===== src/rtl/iod_clk_train_pkg.sv =====
// Shared types and default constants for the IOD clock-training sequencer.
// The FSM state encoding lives here so the top and any debug tooling agree on it.
package iod_clk_train_pkg;

  typedef enum logic [3:0] {
    IDLE,
    LOAD,
    SETTLE,
    CLEAR,
    SAMPLE,
    EVAL,
    STEP,
    CENTER_CALC,
    CENTER_MOVE,
    NEXT,
    DONE
  } train_state_t;

  localparam int unsigned DEF_NUM_LANES     = 4;
  localparam int unsigned DEF_TAP_W         = 7;
  localparam int unsigned DEF_SETTLE_CYCLES = 8;
  localparam int unsigned DEF_SAMPLE_CYCLES = 16;
  localparam int unsigned DEF_MIN_EYE       = 4;
  localparam logic [2:0]  DEF_EM_WIDTH      = 3'b001;

  // Larger of two cycle counts; sizes the shared settle/sample counter.
  function automatic int unsigned max2(input int unsigned a, input int unsigned b);
    return (a > b) ? a : b;
  endfunction

endpackage


===== src/rtl/iod_eye_run_tracker.sv =====
// Longest-clean-run tracker for one tap sweep.
// Each valid strobe presents one tap's verdict. A clean tap extends the open
// run; a dirty tap closes it. The best run is replaced only on a strictly
// longer length, so among equal runs the earliest one is kept. Because the
// best is refreshed while a run grows, a run still open at the end of the
// sweep is already accounted for. Lengths use TAP_W+1 bits so a run covering
// every tap does not wrap.
module iod_eye_run_tracker #(
  parameter int unsigned TAP_W = 7
) (
  input  logic             clk,
  input  logic             rst_n,
  input  logic             clear,
  input  logic             valid,
  input  logic             clean,
  input  logic [TAP_W-1:0] tap,
  output logic [TAP_W:0]   best_start,
  output logic [TAP_W:0]   best_len
);

  localparam logic [TAP_W:0] LEN_ONE = (TAP_W+1)'(1);

  logic [TAP_W:0] cur_start;
  logic [TAP_W:0] cur_len;
  logic [TAP_W:0] ext_start;
  logic [TAP_W:0] ext_len;

  // Candidate run if the current tap turns out clean.
  always_comb begin
    ext_start = cur_start;
    if (cur_len == '0) begin
      ext_start = {1'b0, tap};
    end
    ext_len = cur_len + LEN_ONE;
  end

  // Open-run and best-run registers, wiped at the start of each lane sweep.
  always_ff @(posedge clk or negedge rst_n) begin
    if (!rst_n) begin
      cur_start  <= '0;
      cur_len    <= '0;
      best_start <= '0;
      best_len   <= '0;
    end else if (clear) begin
      cur_start  <= '0;
      cur_len    <= '0;
      best_start <= '0;
      best_len   <= '0;
    end else if (valid) begin
      if (clean) begin
        cur_start <= ext_start;
        cur_len   <= ext_len;
        if (ext_len > best_len) begin
          best_start <= ext_start;
          best_len   <= ext_len;
        end
      end else begin
        cur_len <= '0;
      end
    end
  end

endmodule


===== src/rtl/iod_clk_train_ctrl.sv =====
// Multi-lane clock-training sequencer for IOD receive lanes with the eye
// monitor enabled. Lanes are trained one after another: the delay line is
// swept upward tap by tap, the early/late flags are accumulated at every tap,
// and the lane is finally parked at the centre of its longest clean run.
// Lanes whose best run is shorter than MIN_EYE are flagged in TRAIN_ERR and
// reloaded to tap 0.
// Optional build macro CLK_TRAIN_EYE_REPORT_EN adds the EYE_WIDTH output
// (per-lane best run length).
module iod_clk_train_ctrl
  import iod_clk_train_pkg::*;
#(
  parameter int unsigned NUM_LANES     = DEF_NUM_LANES,
  parameter int unsigned TAP_W         = DEF_TAP_W,
  parameter int unsigned SETTLE_CYCLES = DEF_SETTLE_CYCLES,
  parameter int unsigned SAMPLE_CYCLES = DEF_SAMPLE_CYCLES,
  parameter int unsigned MIN_EYE       = DEF_MIN_EYE,
  parameter logic [2:0]  EM_WIDTH      = DEF_EM_WIDTH
) (
  input  logic                         FAB_CLK,
  input  logic                         ARST_N,
  input  logic                         TRAIN_START,
  output logic                         TRAIN_BUSY,
  output logic                         TRAIN_DONE,
  output logic [NUM_LANES-1:0]         TRAIN_ERR,
  input  logic [NUM_LANES-1:0]         EYE_MONITOR_EARLY,
  input  logic [NUM_LANES-1:0]         EYE_MONITOR_LATE,
  output logic [NUM_LANES-1:0]         EYE_MONITOR_CLEAR_FLAGS,
  output logic [2:0]                   EYE_MONITOR_LANE_WIDTH,
  output logic [NUM_LANES-1:0]         DELAY_LINE_LOAD,
  output logic [NUM_LANES-1:0]         DELAY_LINE_MOVE,
  output logic [NUM_LANES-1:0]         DELAY_LINE_DIRECTION,
  input  logic [NUM_LANES-1:0]         DELAY_LINE_OUT_OF_RANGE,
`ifdef CLK_TRAIN_EYE_REPORT_EN
  output logic [NUM_LANES*(TAP_W+1)-1:0] EYE_WIDTH,
`endif
  output logic [NUM_LANES*TAP_W-1:0]   LANE_TAP
);

  localparam int unsigned LANE_W  = (NUM_LANES > 1) ? $clog2(NUM_LANES) : 1;
  localparam int unsigned CNT_MAX = max2(SETTLE_CYCLES, SAMPLE_CYCLES);
  localparam int unsigned CNT_W   = (CNT_MAX > 1) ? $clog2(CNT_MAX + 1) : 1;

  localparam logic [TAP_W-1:0]  TAP_LAST    = '1;
  localparam logic [TAP_W-1:0]  TAP_ONE     = TAP_W'(1);
  localparam logic [LANE_W-1:0] LANE_LAST   = LANE_W'(NUM_LANES - 1);
  localparam logic [LANE_W-1:0] LANE_ONE    = LANE_W'(1);
  localparam logic [CNT_W-1:0]  SETTLE_LAST = CNT_W'(SETTLE_CYCLES - 1);
  localparam logic [CNT_W-1:0]  SAMPLE_LAST = CNT_W'(SAMPLE_CYCLES - 1);
  localparam logic [CNT_W-1:0]  CNT_ONE     = CNT_W'(1);
  localparam logic [TAP_W:0]    MIN_EYE_LEN = (TAP_W+1)'(MIN_EYE);

  train_state_t state;
  train_state_t state_nxt;

  logic [LANE_W-1:0]    lane;
  logic [TAP_W-1:0]     tap;
  logic [CNT_W-1:0]     cnt;
  logic                 dirty;
  logic                 phase;
  logic [NUM_LANES-1:0] lane_sel;
  logic                 lane_flag;
  logic                 lane_oor;
  logic [TAP_W:0]       best_start;
  logic [TAP_W:0]       best_len;
  logic [TAP_W:0]       centre;
  logic                 at_centre;
  logic                 eye_fail;

  assign EYE_MONITOR_LANE_WIDTH = EM_WIDTH;

  iod_eye_run_tracker #(
    .TAP_W (TAP_W)
  ) u_tracker (
    .clk        (FAB_CLK),
    .rst_n      (ARST_N),
    .clear      (state == LOAD),
    .valid      (state == EVAL),
    .clean      (!dirty),
    .tap        (tap),
    .best_start (best_start),
    .best_len   (best_len)
  );

  // Per-lane selection, centre arithmetic and lane-pass decision.
  always_comb begin
    lane_sel       = '0;
    lane_sel[lane] = 1'b1;
    lane_flag      = EYE_MONITOR_EARLY[lane] | EYE_MONITOR_LATE[lane];
    lane_oor       = DELAY_LINE_OUT_OF_RANGE[lane];
    centre         = best_start + (best_len >> 1);
    at_centre      = ({1'b0, tap} == centre);
    eye_fail       = (best_len < MIN_EYE_LEN);
  end

  // FSM state register.
  always_ff @(posedge FAB_CLK or negedge ARST_N) begin
    if (!ARST_N) begin
      state <= IDLE;
    end else begin
      state <= state_nxt;
    end
  end

  // Next-state decode and single-cycle strobes for the selected lane.
  always_comb begin
    state_nxt               = state;
    TRAIN_BUSY              = (state != IDLE);
    TRAIN_DONE              = 1'b0;
    EYE_MONITOR_CLEAR_FLAGS = '0;
    DELAY_LINE_LOAD         = '0;
    DELAY_LINE_MOVE         = '0;
    DELAY_LINE_DIRECTION    = '0;
    case (state)
      IDLE: begin
        if (TRAIN_START) state_nxt = LOAD;
      end
      LOAD: begin
        DELAY_LINE_LOAD = lane_sel;
        state_nxt       = SETTLE;
      end
      SETTLE: begin
        if (cnt == SETTLE_LAST) state_nxt = CLEAR;
      end
      CLEAR: begin
        EYE_MONITOR_CLEAR_FLAGS = lane_sel;
        state_nxt               = SAMPLE;
      end
      SAMPLE: begin
        if (cnt == SAMPLE_LAST) state_nxt = EVAL;
      end
      EVAL: begin
        if ((tap == TAP_LAST) || lane_oor) state_nxt = CENTER_CALC;
        else                               state_nxt = STEP;
      end
      STEP: begin
        DELAY_LINE_MOVE      = lane_sel;
        DELAY_LINE_DIRECTION = lane_sel;
        state_nxt            = SETTLE;
      end
      CENTER_CALC: begin
        if (eye_fail) begin
          DELAY_LINE_LOAD = lane_sel;
          state_nxt       = NEXT;
        end else begin
          state_nxt = CENTER_MOVE;
        end
      end
      CENTER_MOVE: begin
        if (at_centre) begin
          state_nxt = NEXT;
        end else if (!phase) begin
          DELAY_LINE_MOVE = lane_sel;
        end
      end
      NEXT: begin
        if (lane == LANE_LAST) state_nxt = DONE;
        else                   state_nxt = LOAD;
      end
      DONE: begin
        TRAIN_DONE = 1'b1;
        state_nxt  = IDLE;
      end
      default: state_nxt = IDLE;
    endcase
  end

  // Sweep datapath: lane/tap tracking, cycle counting, flag accumulation, results.
  always_ff @(posedge FAB_CLK or negedge ARST_N) begin
    if (!ARST_N) begin
      lane      <= '0;
      tap       <= '0;
      cnt       <= '0;
      dirty     <= 1'b0;
      phase     <= 1'b0;
      TRAIN_ERR <= '0;
      LANE_TAP  <= '0;
    end else begin
      case (state)
        IDLE: begin
          if (TRAIN_START) begin
            TRAIN_ERR <= '0;
            lane      <= '0;
          end
        end
        LOAD: begin
          tap <= '0;
          cnt <= '0;
        end
        SETTLE: begin
          cnt <= (cnt == SETTLE_LAST) ? '0 : cnt + CNT_ONE;
        end
        CLEAR: begin
          dirty <= 1'b0;
          cnt   <= '0;
        end
        SAMPLE: begin
          dirty <= dirty | lane_flag;
          cnt   <= (cnt == SAMPLE_LAST) ? '0 : cnt + CNT_ONE;
        end
        STEP: begin
          tap <= tap + TAP_ONE;
        end
        CENTER_CALC: begin
          phase <= 1'b0;
          if (eye_fail) begin
            TRAIN_ERR[lane] <= 1'b1;
            tap             <= '0;
          end
        end
        CENTER_MOVE: begin
          if (!at_centre) begin
            if (!phase) tap <= tap - TAP_ONE;
            phase <= !phase;
          end
        end
        NEXT: begin
          LANE_TAP[lane*TAP_W +: TAP_W] <= tap;
          if (lane != LANE_LAST) lane <= lane + LANE_ONE;
        end
        default: ;
      endcase
    end
  end

`ifdef CLK_TRAIN_EYE_REPORT_EN
  // Per-lane best clean-run length, captured as each lane completes.
  always_ff @(posedge FAB_CLK or negedge ARST_N) begin
    if (!ARST_N) begin
      EYE_WIDTH <= '0;
    end else if (state == NEXT) begin
      EYE_WIDTH[lane*(TAP_W+1) +: (TAP_W+1)] <= best_len;
    end
  end
`else
  // Eye-width reporting not built; best_len is consumed only by the centre logic.
`endif

endmodule

===== config.mk =====
export PLATFORM = sky130hd
export DESIGN_NAME = iod_clk_train_ctrl
export DESIGN_NICKNAME = d
export VERILOG_FILES = /design/src/rtl/iod_clk_train_pkg.sv /design/src/rtl/iod_eye_run_tracker.sv /design/src/rtl/iod_clk_train_ctrl.sv
export SDC_FILE = /design/constraint.sdc
export NUM_CORES = 1
export LEC_CHECK = 0
export ABC_AREA = 1
export BUFFER_PORTS_ARGS = -buffer_cell sky130_fd_sc_hd__buf_4
export CAP_MARGIN = 30
export CORE_MARGIN = 3
export CORE_UTILIZATION = 55
export DETAILED_ROUTE_END_ITERATION = 10
export HOLD_SLACK_MARGIN = 0.06
export PLACE_DENSITY = 0.76
export RECOVER_POWER = 50
export SYNTH_ARGS = -nofsm -noshare
export SYNTH_HDL_FRONTEND = slang
export SYNTH_SLANG_ARGS = --single-unit
export TNS_END_PERCENT = 10

===== constraint.sdc =====
create_clock -name FAB_CLK -period 2.7 [get_ports FAB_CLK]
set_clock_uncertainty 0.05 [all_clocks]
set_input_delay 0.135 -clock FAB_CLK [delete_from_list [all_inputs] [get_ports FAB_CLK]]
set_output_delay 0.135 -clock FAB_CLK [all_outputs]
set_load 0.05 [all_outputs]

==> flow_summary.yaml <==
global_routing:
  grt_pass1_wl_um: 22700
  grt_overflow: 0
  grt_pass1_vias: 4779
  track_usage_pct: 25.3
  grt_antenna_before_repair: 0
  grt_max_degree: 48
timing:
  setup_slack_ns: 0.0885
  grt_setup_unrepaired: "yes"
  worst_pin_slew_ns: 2.08
  slew_headroom_pct: -38.4
  fin_tns_setup_ns: 0
  clock.fmax_mhz: 383
  finalSetupViolations: 0
  period_share_pct: 96.7
  slew_viol_final: 38
  hold_violations: 0
  timing.final.crit_period_ns: 2.61
run_status:
  failed_checks: "max-capacitance violations, max-slew violations"
  outcome: "complete, but fails checks"
synthesis:
  synth_area_um2: 5270
  synthFlopType: "dfrtp_1"
  yosysWarningCount: 0
  yosys.area.top_type_share_pct: 39.9
  synth_cell_types: 46
  syn_avg_cell_area_um2: 7.77
  synth_seq_cells: 84
  synth_area_leader_cell: "dfrtp_1"
  synth_edf_count: 0
  async_flop_share_pct: 100
  yosysSeqAreaShare_pct: 39.9
  synthTopCellsByArea: "dfrtp_1 40%, nand2_1 11%, ha_1 7.8%, o21ai_0 6.2%, inv_1 5.8%"
  postSynthCellCount: 678
worst_hold_path:
  hp-class: "input port to flip-flop"
finish:
  fin_util_pct: 66.5
  drive_above_1_share_pct: 17.9
  area_growth_pct: 17.2
  fillers: 817
  multi_input_area_um2: 2820
  diodes: 0
  design_area_um2: 6170
  final-seq-area_um2: 2100
  fin_nets: 801
  final_cell_count_no_fill: 885
detailed_routing:
  route.detailed.drc: 0
  wl_per_cell_um: 15.2
  vias: 4833
  ant_nets: 0
  firstDrtPassIters: 4
  viasPerCell: 5.46
  routed_wirelength_um: 13500
  drtIter0Drc: 313
setup_path:
  cp_data_required_time_ns: 2.91
  critPathArrivalTime_ns: 2.82
  cp_max_fo: 6
  worst_setup_path_end_kind: "flip-flop"
  start_kind: "flip-flop"
  path_class: "flip-flop to flip-flop"
die:
  pin_count: 68
  fp.dieW_um: 104
  die_area_um2: 10800
  core_area_um2: 9280
  die_h_um: 104
  initial_core_util_pct: 56.7
  num_rows: 35
place:
  place_hpwl_um: 10100
  post_dp_cell_area_um2: 5840
  place_ws_ns: -0.0985
  io_buffers: 64
  dp.cells: 857
  routabilityCongestion: 0.899
clock_tree:
  root_buffer: "clkbuf_8"
  cts_sinks: 84
  clk_latency_ns: 0.37
  cts.path.max_buffers: 2
  htreeDepth: 3
  cts_tree: "built"
  cts_buffers: 9
  cts.clk_slew.worst_paths_ns: 0.09
power_and_ir_drop:
  p_clk_share_pct: 16.9
  leakage_nw: 3.17
  switching_share_pct: 47.6
  p_sw_mw: 2.37
  seqPwrFrac_pct: 33.0
  intPower_mw: 2.61
  combPwrFrac_pct: 50.1
  powerDensity_nw_per_um2: 808
  peakVddDrop_uv: 529
run:
  maxCapViolCount: 1
==> layout by cell type (no fill, tap or decap), types with 4 or more instances in the layout <==
cell,synthesis,routed
nand2_1,159,156
dfrtp_1,84,84
inv_1,81,79
o21ai_0,65,61
buf_4,3,52
nor2_1,51,47
nand3_1,48,43
ha_1,33,31
a21oi_1,30,29
clkbuf_1,5,20
inv_2,11,13
nor3_1,13,12
nor2_4,9,11
xor2_1,9,9
clkbuf_8,0,9
nand2_2,4,7
nand4_1,7,7
o31ai_1,7,7
o41ai_1,7,7
nor2_2,3,5
buf_6,4,5
xnor2_1,4,4
nand3_2,0,4
o21ai_2,0,4
==> logic make-up after synthesis <==
family                   after synthesis  share of synthesized area, %
other                                  2                         0.143
AND/OR/NAND/NOR                      305                          26.4
flip-flops                            84                          39.9
adder cells (fa/ha/maj)               35                          8.60
AO/OA/AOI/OAI                        125                          13.5
multiplexers                           1                         0.214
buffers and inverters                113                          9.08
XOR/XNOR                              13                          2.16
==> cell type report <==
| class | instances | share of cell area (%) |
|---|---|---|
| multi-input cells | 483 | 45.6 |
| inverters | 94 | 5.80 |
| well taps | 129 | 2.62 |
| flip-flops and latches | 84 | 34.1 |
| repair buffers | 79 | 9.07 |
| clock inverters | 7 | 0.791 |
| clock buffers | 9 | 2.01 |
==> sequential cells by signal, summed over array words and instances, names as in the netlist <==
signal and count:
u_tracker.best_start 8, TRAIN_ERR 4, LANE_TAP 28, phase 1, state 4, dirty 1, u_tracker.best_len 8, u_tracker.cur_len 8
tap 7, u_tracker.cur_start 8, cnt 5, lane 2
==> path summary, 6_finish.rpt <==
kind	startpoint	to	slack (ns)	cells after the start
worst max-delay path	u_tracker.cur_len[0]	u_tracker.best_start[0]	0.09	17
worst min-delay path	TRAIN_START	state[0]	0.13	4
worst max register to register	u_tracker.cur_len[0]	u_tracker.best_start[0]	0.09	17
worst min register to register	u_tracker.cur_start[1]	u_tracker.cur_start[1]	0.44	2
max in group asynchronous	ARST_N	u_tracker.best_start[1]	0.55	2
min in group asynchronous	ARST_N	LANE_TAP[13]	0.84	2
==> power groups by stage <==
stage,registers [mW],logic (mW),clock network (mW)
3_3_place_gp,1.66,2.17,0
6_report,1.65,2.50,0.840
3_5_place_dp,1.67,2.24,0
2_1_floorplan,1.66,1.73,0
4_1_cts,1.65,2.32,0.846
5_1_grt,1.68,2.77,0.912
==> cells in the mapped netlist (3+ instances only) <==
| cell type | count |
|---|---|
| nor3_1 | 13 |
| buf_4 | 3 |
| a21oi_1 | 30 |
| buf_6 | 4 |
| nand4_1 | 7 |
| nand3_1 | 48 |
| o21ai_0 | 65 |
| buf_2 | 4 |
| o41ai_1 | 7 |
| nor2_2 | 3 |
| nor2_1 | 51 |
| o22ai_1 | 3 |
| ha_1 | 33 |
| nor2_4 | 9 |
| o31ai_1 | 7 |
| clkbuf_1 | 5 |
| nand2_1 | 159 |
| xor2_1 | 9 |
| inv_2 | 11 |
| xnor2_1 | 4 |
| dfrtp_1 | 84 |
| inv_1 | 81 |
| nand2_2 | 4 |
| o211ai_1 | 3 |
==> critical path: stages, from the launching register on <==
cell      delay, ns
dfrtp_1        0.39
inv_2          0.08
nor3_4         0.23
nand3_1        0.14
nor2_2         0.16
buf_4          0.12
inv_1          0.04
nand2_1        0.08
inv_1          0.05
ha_1           0.29
nand2_1        0.08
nor2_2         0.09
nand2_1        0.06
o211ai_1       0.14
nand3_4        0.20
buf_6          0.18
nand3_1        0.06
nand2_1        0.06
==> repair_timing <==
| item | 4_1_cts | 5_1_grt |
|---|---|---|
| buffers inserted | 0 | 10 |
| resized for setup | 9 | 28 |
| pin swaps | 2 | 11 |
| setup endpoints to repair | 20 | 20 |
| cloned | 0 | 1 |
| hold buffers | 1 | 0 |
| hold endpoints to repair | 37 | 0 |
==> per-layer routing <==
layer	track usage (%)	wire, um	up-vias
met4	8.74	293	0
li1	-	-	2361
met1	33.8	6020	2309
met2	41.7	6520	131
met5	0	0	-
met3	4.42	639	32
==> metrics by stage <==
step	hold slack, ns	total power [mW]
global route	0.211	5.36
global placement	0.325	3.83
finish	0.131	4.98
detailed placement	0.0858	3.91
CTS	0.123	4.81
floorplan	-0.211	3.39
No activity file was read; power rests on OpenSTA's default activity.
